$ cat src/rtl/rst_seq_pkg.sv
// Shared types and helpers for reset_sequencer.
//   rst_seq_state_e : sequencer FSM states (3-bit encoding)
//   idx_w()         : width of a stage index for a given stage count
package rst_seq_pkg;

  typedef enum logic [2:0] {
    ST_IDLE      = 3'd0,
    ST_WAIT_LOCK = 3'd1,
    ST_DELAY     = 3'd2,
    ST_WAIT_ACK  = 3'd3,
    ST_DONE      = 3'd4,
    ST_ERROR     = 3'd5
  } rst_seq_state_e;

  function automatic int unsigned idx_w(input int unsigned n);
    return (n <= 1) ? 1 : $clog2(n);
  endfunction

endpackage

$ cat src/rtl/rst_seq_sync2.sv
// Two-flop synchronizer with asynchronous active-low clear.
//   clk   in  1      destination clock
//   rst_n in  1      asynchronous active-low clear (both stages clear to 0)
//   d     in  WIDTH  asynchronous inputs
//   q     out WIDTH  synchronized outputs (2 clk latency)
module rst_seq_sync2 #(
  parameter int unsigned WIDTH = 1
) (
  input  logic             clk,
  input  logic             rst_n,
  input  logic [WIDTH-1:0] d,
  output logic [WIDTH-1:0] q
);

  logic [WIDTH-1:0] meta_q;
  logic [WIDTH-1:0] sync_q;

  always_ff @(posedge clk or negedge rst_n) begin
    if (!rst_n) begin
      meta_q <= '0;
      sync_q <= '0;
    end else begin
      meta_q <= d;
      sync_q <= meta_q;
    end
  end

  assign q = sync_q;

endmodule

$ cat src/rtl/reset_sequencer.sv
// Ordered reset-release controller. After PLL lock, releases NUM_STAGES
// active-low domain resets one at a time, each STAGE_DELAY cycles after the
// stage is entered, waiting for that domain's ack before moving on. Restarts on
// PLL loss or soft_rst_req; flags a stage whose ack never arrives.
//   clk          in   1           system clock
//   rstn_in      in   1           asynchronous active-low reset
//   pll_locked   in   1           PLL lock level
//   stage_ack    in   NUM_STAGES  per-domain ready
//   soft_rst_req in   1           one-cycle pulse, restarts the sequence
//   rstn_stage   out  NUM_STAGES  active-low domain resets (registered)
//   seq_done     out  1           all stages released and acknowledged
//   seq_err      out  1           ack timeout, held until soft_rst_req/rstn_in
//   err_stage    out  clog2(N)    stage that timed out
// Build option: define RESET_SEQUENCER_SYNC_EN to pass pll_locked and
// stage_ack through a 2-flop synchronizer (adds 2 cycles of input latency).
module reset_sequencer
  import rst_seq_pkg::*;
#(
  parameter int unsigned NUM_STAGES  = 4,
  parameter int unsigned STAGE_DELAY = 256,
  parameter int unsigned ACK_TIMEOUT = 65535,
  parameter int unsigned CNT_W       = 16
) (
  input  logic                          clk,
  input  logic                          rstn_in,
  input  logic                          pll_locked,
  input  logic [NUM_STAGES-1:0]         stage_ack,
  input  logic                          soft_rst_req,
  output logic [NUM_STAGES-1:0]         rstn_stage,
  output logic                          seq_done,
  output logic                          seq_err,
  output logic [$clog2(NUM_STAGES)-1:0] err_stage
);

  localparam int unsigned IDX_W = idx_w(NUM_STAGES);
  localparam logic [CNT_W-1:0] DLY_LAST = CNT_W'(STAGE_DELAY - 1);
  localparam logic [CNT_W-1:0] TMO_LAST = CNT_W'(ACK_TIMEOUT - 1);
  localparam logic [IDX_W-1:0] IDX_LAST = IDX_W'(NUM_STAGES - 1);

  logic                  lock_s;
  logic [NUM_STAGES-1:0] ack_s;

`ifdef RESET_SEQUENCER_SYNC_EN
  rst_seq_sync2 #(.WIDTH(NUM_STAGES + 1)) u_sync (
    .clk   (clk),
    .rst_n (rstn_in),
    .d     ({pll_locked, stage_ack}),
    .q     ({lock_s, ack_s})
  );
`else
  assign lock_s = pll_locked;
  assign ack_s  = stage_ack;
`endif

  rst_seq_state_e        state_q, state_d;
  logic [IDX_W-1:0]      idx_q, idx_d;
  logic [CNT_W-1:0]      cnt_q, cnt_d;
  logic [NUM_STAGES-1:0] rstn_stage_q, rstn_stage_d;
  logic                  seq_done_q, seq_done_d;
  logic                  seq_err_q, seq_err_d;
  logic [IDX_W-1:0]      err_stage_q, err_stage_d;

  always_comb begin
    state_d      = state_q;
    idx_d        = idx_q;
    cnt_d        = cnt_q;
    rstn_stage_d = rstn_stage_q;
    seq_done_d   = seq_done_q;
    seq_err_d    = seq_err_q;
    err_stage_d  = err_stage_q;

    if (soft_rst_req) begin
      state_d      = ST_IDLE;
      rstn_stage_d = '0;
      seq_done_d   = 1'b0;
      seq_err_d    = 1'b0;
    end else if (!lock_s && (state_q inside {ST_DELAY, ST_WAIT_ACK, ST_DONE})) begin
      state_d      = ST_WAIT_LOCK;
      rstn_stage_d = '0;
      seq_done_d   = 1'b0;
    end else begin
      unique case (state_q)
        ST_IDLE: begin
          rstn_stage_d = '0;
          state_d      = ST_WAIT_LOCK;
        end
        ST_WAIT_LOCK: begin
          if (lock_s) begin
            idx_d   = '0;
            cnt_d   = '0;
            state_d = ST_DELAY;
          end
        end
        ST_DELAY: begin
          if (cnt_q == DLY_LAST) begin
            rstn_stage_d[idx_q] = 1'b1;
            cnt_d               = '0;
            state_d             = ST_WAIT_ACK;
          end else begin
            cnt_d = cnt_q + 1'b1;
          end
        end
        ST_WAIT_ACK: begin
          // Ack is tested first so an ack landing on the timeout cycle wins.
          if (ack_s[idx_q]) begin
            if (idx_q == IDX_LAST) begin
              state_d    = ST_DONE;
              seq_done_d = 1'b1;
            end else begin
              idx_d   = idx_q + 1'b1;
              cnt_d   = '0;
              state_d = ST_DELAY;
            end
          end else if ((ACK_TIMEOUT != 0) && (cnt_q == TMO_LAST)) begin
            state_d      = ST_ERROR;
            seq_err_d    = 1'b1;
            err_stage_d  = idx_q;
            rstn_stage_d = '0;
          end else begin
            cnt_d = cnt_q + 1'b1;
          end
        end
        ST_DONE:  rstn_stage_d = '1;
        ST_ERROR: rstn_stage_d = '0;
        default:  state_d = ST_IDLE;
      endcase
    end
  end

  always_ff @(posedge clk or negedge rstn_in) begin
    if (!rstn_in) begin
      state_q      <= ST_IDLE;
      idx_q        <= '0;
      cnt_q        <= '0;
      rstn_stage_q <= '0;
      seq_done_q   <= 1'b0;
      seq_err_q    <= 1'b0;
      err_stage_q  <= '0;
    end else begin
      state_q      <= state_d;
      idx_q        <= idx_d;
      cnt_q        <= cnt_d;
      rstn_stage_q <= rstn_stage_d;
      seq_done_q   <= seq_done_d;
      seq_err_q    <= seq_err_d;
      err_stage_q  <= err_stage_d;
    end
  end

  assign rstn_stage = rstn_stage_q;
  assign seq_done   = seq_done_q;
  assign seq_err    = seq_err_q;
  assign err_stage  = err_stage_q;

endmodule
$ cat config.mk
export PLATFORM = sky130hd
export DESIGN_NAME = reset_sequencer
export DESIGN_NICKNAME = d
export VERILOG_FILES = /design/src/rtl/rst_seq_pkg.sv /design/src/rtl/rst_seq_sync2.sv /design/src/rtl/reset_sequencer.sv
export SDC_FILE = /design/constraint.sdc
export NUM_CORES = 1
export LEC_CHECK = 0
export BUFFER_PORTS_ARGS = -buffer_cell sky130_fd_sc_hd__buf_4
export CAP_MARGIN = 5
export CORE_MARGIN = 2
export CORE_UTILIZATION = 52
export DETAILED_ROUTE_END_ITERATION = 16
export GPL_TIMING_DRIVEN = 0
export HOLD_SLACK_MARGIN = 0.06
export PLACE_DENSITY = 0.74
export SETUP_SLACK_MARGIN = 0.05
export SLEW_MARGIN = 40
export SYNTH_ARGS = -nofsm -noshare
export SYNTH_HDL_FRONTEND = slang
export SYNTH_SLANG_ARGS = --single-unit
$ cat constraint.sdc
create_clock -name clk -period 2.2 [get_ports clk]
set_input_delay 0.11 -clock clk [delete_from_list [all_inputs] [get_ports clk]]
set_output_delay 0.11 -clock clk [all_outputs]
set_load 0.1 [all_outputs]
==> summary.txt <==
Floorplan
  – IO Count: 16
  – Die area: approximately 4000 um^2
  – Die Y: ~63 um
  – Initial core utilization: 0.543
  – Rows: 21
  – Die width: ~63 um
  – Core area: 3340 um^2

Setup path
  – Crit-path cells: or4_1, or4_4, a21oi_4, buf_6, o211ai_1, a22o_1
  – Critical Path Sink Type: register
  – Crit path DAT: 2.48 ns
  – Critical Path Max Stage Delay: 0.54 ns
  – Critical Path RT: between 2 and 2.5 ns
  – Kind of critical path: reg2reg
  – Crit path max-delay cell type: or4_4
  – CP startpoint kind: register
  – Critical path peak fanout: 9

Placement
  – Placed Area: between 1500 and 2000 um^2
  – I/O Buffers: 15
  – Detailed Place HPWL: between 3000 and 4000 um
  – Gp weighted congestion: around 0.9
  – Dpl cells: approximately 260

Routing
  – Router iterations before antenna repair: 4
  – DRC viols: 0
  – Initial DRC Count: 160
  – Vias/cell: 6.21
  – Total Wirelength: 4410 um
  – Wire per inst: approximately 16 um
  – Vias after detailed routing: ~1.7k
  – ANT nets after route: 0

Clocking
  – Clock sinks: 29
  – Clock Latency Late Sink: about 0.34 ns
  – Total CTS buffers: 5
  – H-tree Lvls: 2
  – Max Root-Sink Buffers: 2
  – Clock root buffer: clkbuf_4
  – Worst-path clk slew: between 0.1 and 0.15 ns
  – CTS tree: yes

Synthesis
  – Post-Synth Adder-Cell Area: 0.0414
  – Synth Flop Type: dfrtp_1
  – Area share of the largest cell type after synthesis: 0.401
  – Post-synthesis xor/xnor area fraction: 0.00483
  – Combinational family with the most area after synthesis: compound AO/OA/AOI/OAI gates
  – Syn nets: between 200 and 250
  – Top cells by area, synth: dfrtp_1 40%, o211ai_1 7.5%, a22o_1 6.3%
  – Count leader, synth: dfrtp_1
  – Netlist cell types: 40
  – EDFF count, synth: 0
  – Post-synthesis compound-gate area fraction: 0.230
  – Synth top cells by count: 29 x dfrtp_1, 18 x o211ai_1, 13 x a22o_1
  – Mapped cell area: 1810 um^2
  – Post-synth top area cell: dfrtp_1
  – #FFs+latches synth: 29
  – Post-synthesis mux area share: 0.0477
  – Average size of a mapped cell: 9.34 um^2
  – Seq/Total Area, Yosys: 0.401
  – Syn. warnings: 0
  – Simple-gate share of the synthesized area: 0.229
  – Synth async-reset ratio: 1.00
  – Synth Instances: approximately 190

Finish
  – Finished Cell Area: around 2200 um^2
  – Ratio of cells with drive above 1 in the final layout: 0.223
  – Register area: a little over 700 um^2
  – Nets: roughly 240
  – Multi-input logic area: 1030 um^2
  – N_diodes: 0
  – Post-Layout Cell Count: between 200 and 300
  – Fin util: 0.657
  – Area grow syn2layout: 21.0%
  – Filler cells: 287

STA
  – RSZ-0062 raised after global routing: yes
  – Worst-margin pin slew: ~0.42 ns
  – Final setup fails: 13
  – Fmax: 0.441 GHz
  – Minimum clock period: 2.27 ns
  – Worst Clk Skew: ~0.018 ns
  – Final Slew Violations: 0
  – Period utilisation layout: 1.03
  – Final hold slack: 0.0778 ns
  – Final hold vios: 0
  – Setup WS post-layout: -0.0691 ns
  – Max_slew headroom: 0.720

Power and ir drop
  – Combinational group share of total power: 0.357
  – Switch share: 0.387
  – Max VDD drop: around 320 uV
  – Internal: 963 uW
  – Clk pwr share: 0.245
  – Leak: a little over 0.001 uW
  – Total power: 1570 uW
  – PD cells: about 720 nW/um^2
  – Power share of the sequential group: 0.398
  – Sw Pwr: a little over 600 uW

Global route
  – Largest net degree at the start of global routing: 30
  – Overall routing resource usage: 0.245
  – Initial antenna violation count: 0
  – Number of global-route vias before repair: between 1.5k and 2k
  – First-pass GRT wire length: a little under 8000 um
  – Total congestion overflow: 0

Run status
  – Failing checks: setup timing
  – Status: finished, violations left

Hold path
  – Hold Path Class: in2reg

Flow run
  – Max Cap Violations: 0
==> logic make-up (layout without fill, tap and decap cells) <==
group | count (synthesis) | in the layout
XOR/XNOR | 1 | 1
flip-flops | 29 | 29
buffers and inverters | 19 | 54
adder cells (fa/ha/maj) | 6 | 6
AO/OA/AOI/OAI | 57 | 57
AND/OR/NAND/NOR | 75 | 75
multiplexers | 7 | 7
==> timing repair <==
action / CTS / global route
setup endpoints to repair: 20 / 22
gates resized for setup: 7 / 2
hold endpoints to repair: 31 / 0
cloned: 0 / 0
pin swaps: 8 / 3
hold buffers: 2 / 0
buffers inserted: 9 / 1
==> stage by stage <==
step                worst slack, ns  setup TNS [ns]
finish                      -0.0691          -0.710
global route                 -0.142           -1.97
CTS                         -0.0422          -0.304
detailed placement           -0.230           -3.09
global placement             -0.230           -2.84
floorplan                   -0.0189          -0.182
==> cells in the final DEF (no fill, tap or decap), types with 2 or more instances in the layout <==
master,synthesis,layout
a21oi_1,8,7
nand2b_1,2,2
and3_1,7,7
ha_1,6,6
nor2b_1,9,9
nand2_1,11,11
a22o_1,13,13
or3_1,2,2
or4_1,3,3
clkbuf_8,0,2
mux2_2,3,3
clkbuf_1,2,2
nand3_1,8,8
mux2i_1,3,3
buf_4,0,25
o211ai_1,18,18
nand4_1,5,5
dfrtp_1,29,29
buf_6,1,4
a31oi_1,2,2
dlygate4sd3_1,0,2
inv_1,12,12
o21ai_0,8,7
nor2_1,11,10
nor3_1,7,7
nand3b_1,3,3
clkbuf_4,0,5
==> registers in the layout (all words and copies together), names as in the netlist <==
name and cells:
cnt_q 16, rstn_stage 4, state_q 3, err_stage 2
idx_q 2, seq_done 1, seq_err 1
==> power by group through the flow <==
stage | registers (uW) | logic, uW | clock network [uW]
floorplan | 757 | 273 | 0
global placement | 637 | 500 | 0
detailed placement | 640 | 518 | 0
CTS | 625 | 559 | 388
global route | 633 | 611 | 419
finish | 626 | 561 | 386
==> metal layers <==
| layer | wire length, um | GRT usage | vias to the layer above |
|---|---|---|---|
| li1 | - | - | 798 |
| met1 | 1830 | 0.308 | 853 |
| met2 | 2340 | 0.423 | 51 |
| met3 | 207 | 0.0595 | 5 |
| met4 | 34 | 0.0556 | 0 |
| met5 | 0 | 0 | - |
==> final cells by class <==
type	count	share of cell area
Sequential cell	29	0.331
Tap cell	46	0.0263
Clock inverter	1	0.00228
Inverter	12	0.0205
Multi-Input combinational cell	146	0.469
Timing Repair Buffer	27	0.0965
Clock buffer	7	0.0297
Buffer	7	0.0245
==> worst max-delay path: cells and delay by family (launching register included) <==
family / cells / cell delay, ns
AOI/OAI and AO/OA: 3 / 0.52
buffers and inverters: 1 / 0.17
DFF: 1 / 0.39
and+or+nand+nor: 2 / 1.07
==> final timing paths <==
path                       cells past startpoint  slack [ns]          to  startpoint
hold / removal                                 3        0.08     seq_err  pll_locked
max in group asynchronous                      2        1.69   cnt_q[15]     rstn_in
min in group asynchronous                      2        0.22  state_q[0]     rstn_in
setup / recovery                               6       -0.07   cnt_q[15]    cnt_q[8]
setup reg to reg                               6       -0.07   cnt_q[15]    cnt_q[8]
hold reg to reg                                1        0.50    seq_done    seq_done
(Power assumes the default switching activity.)
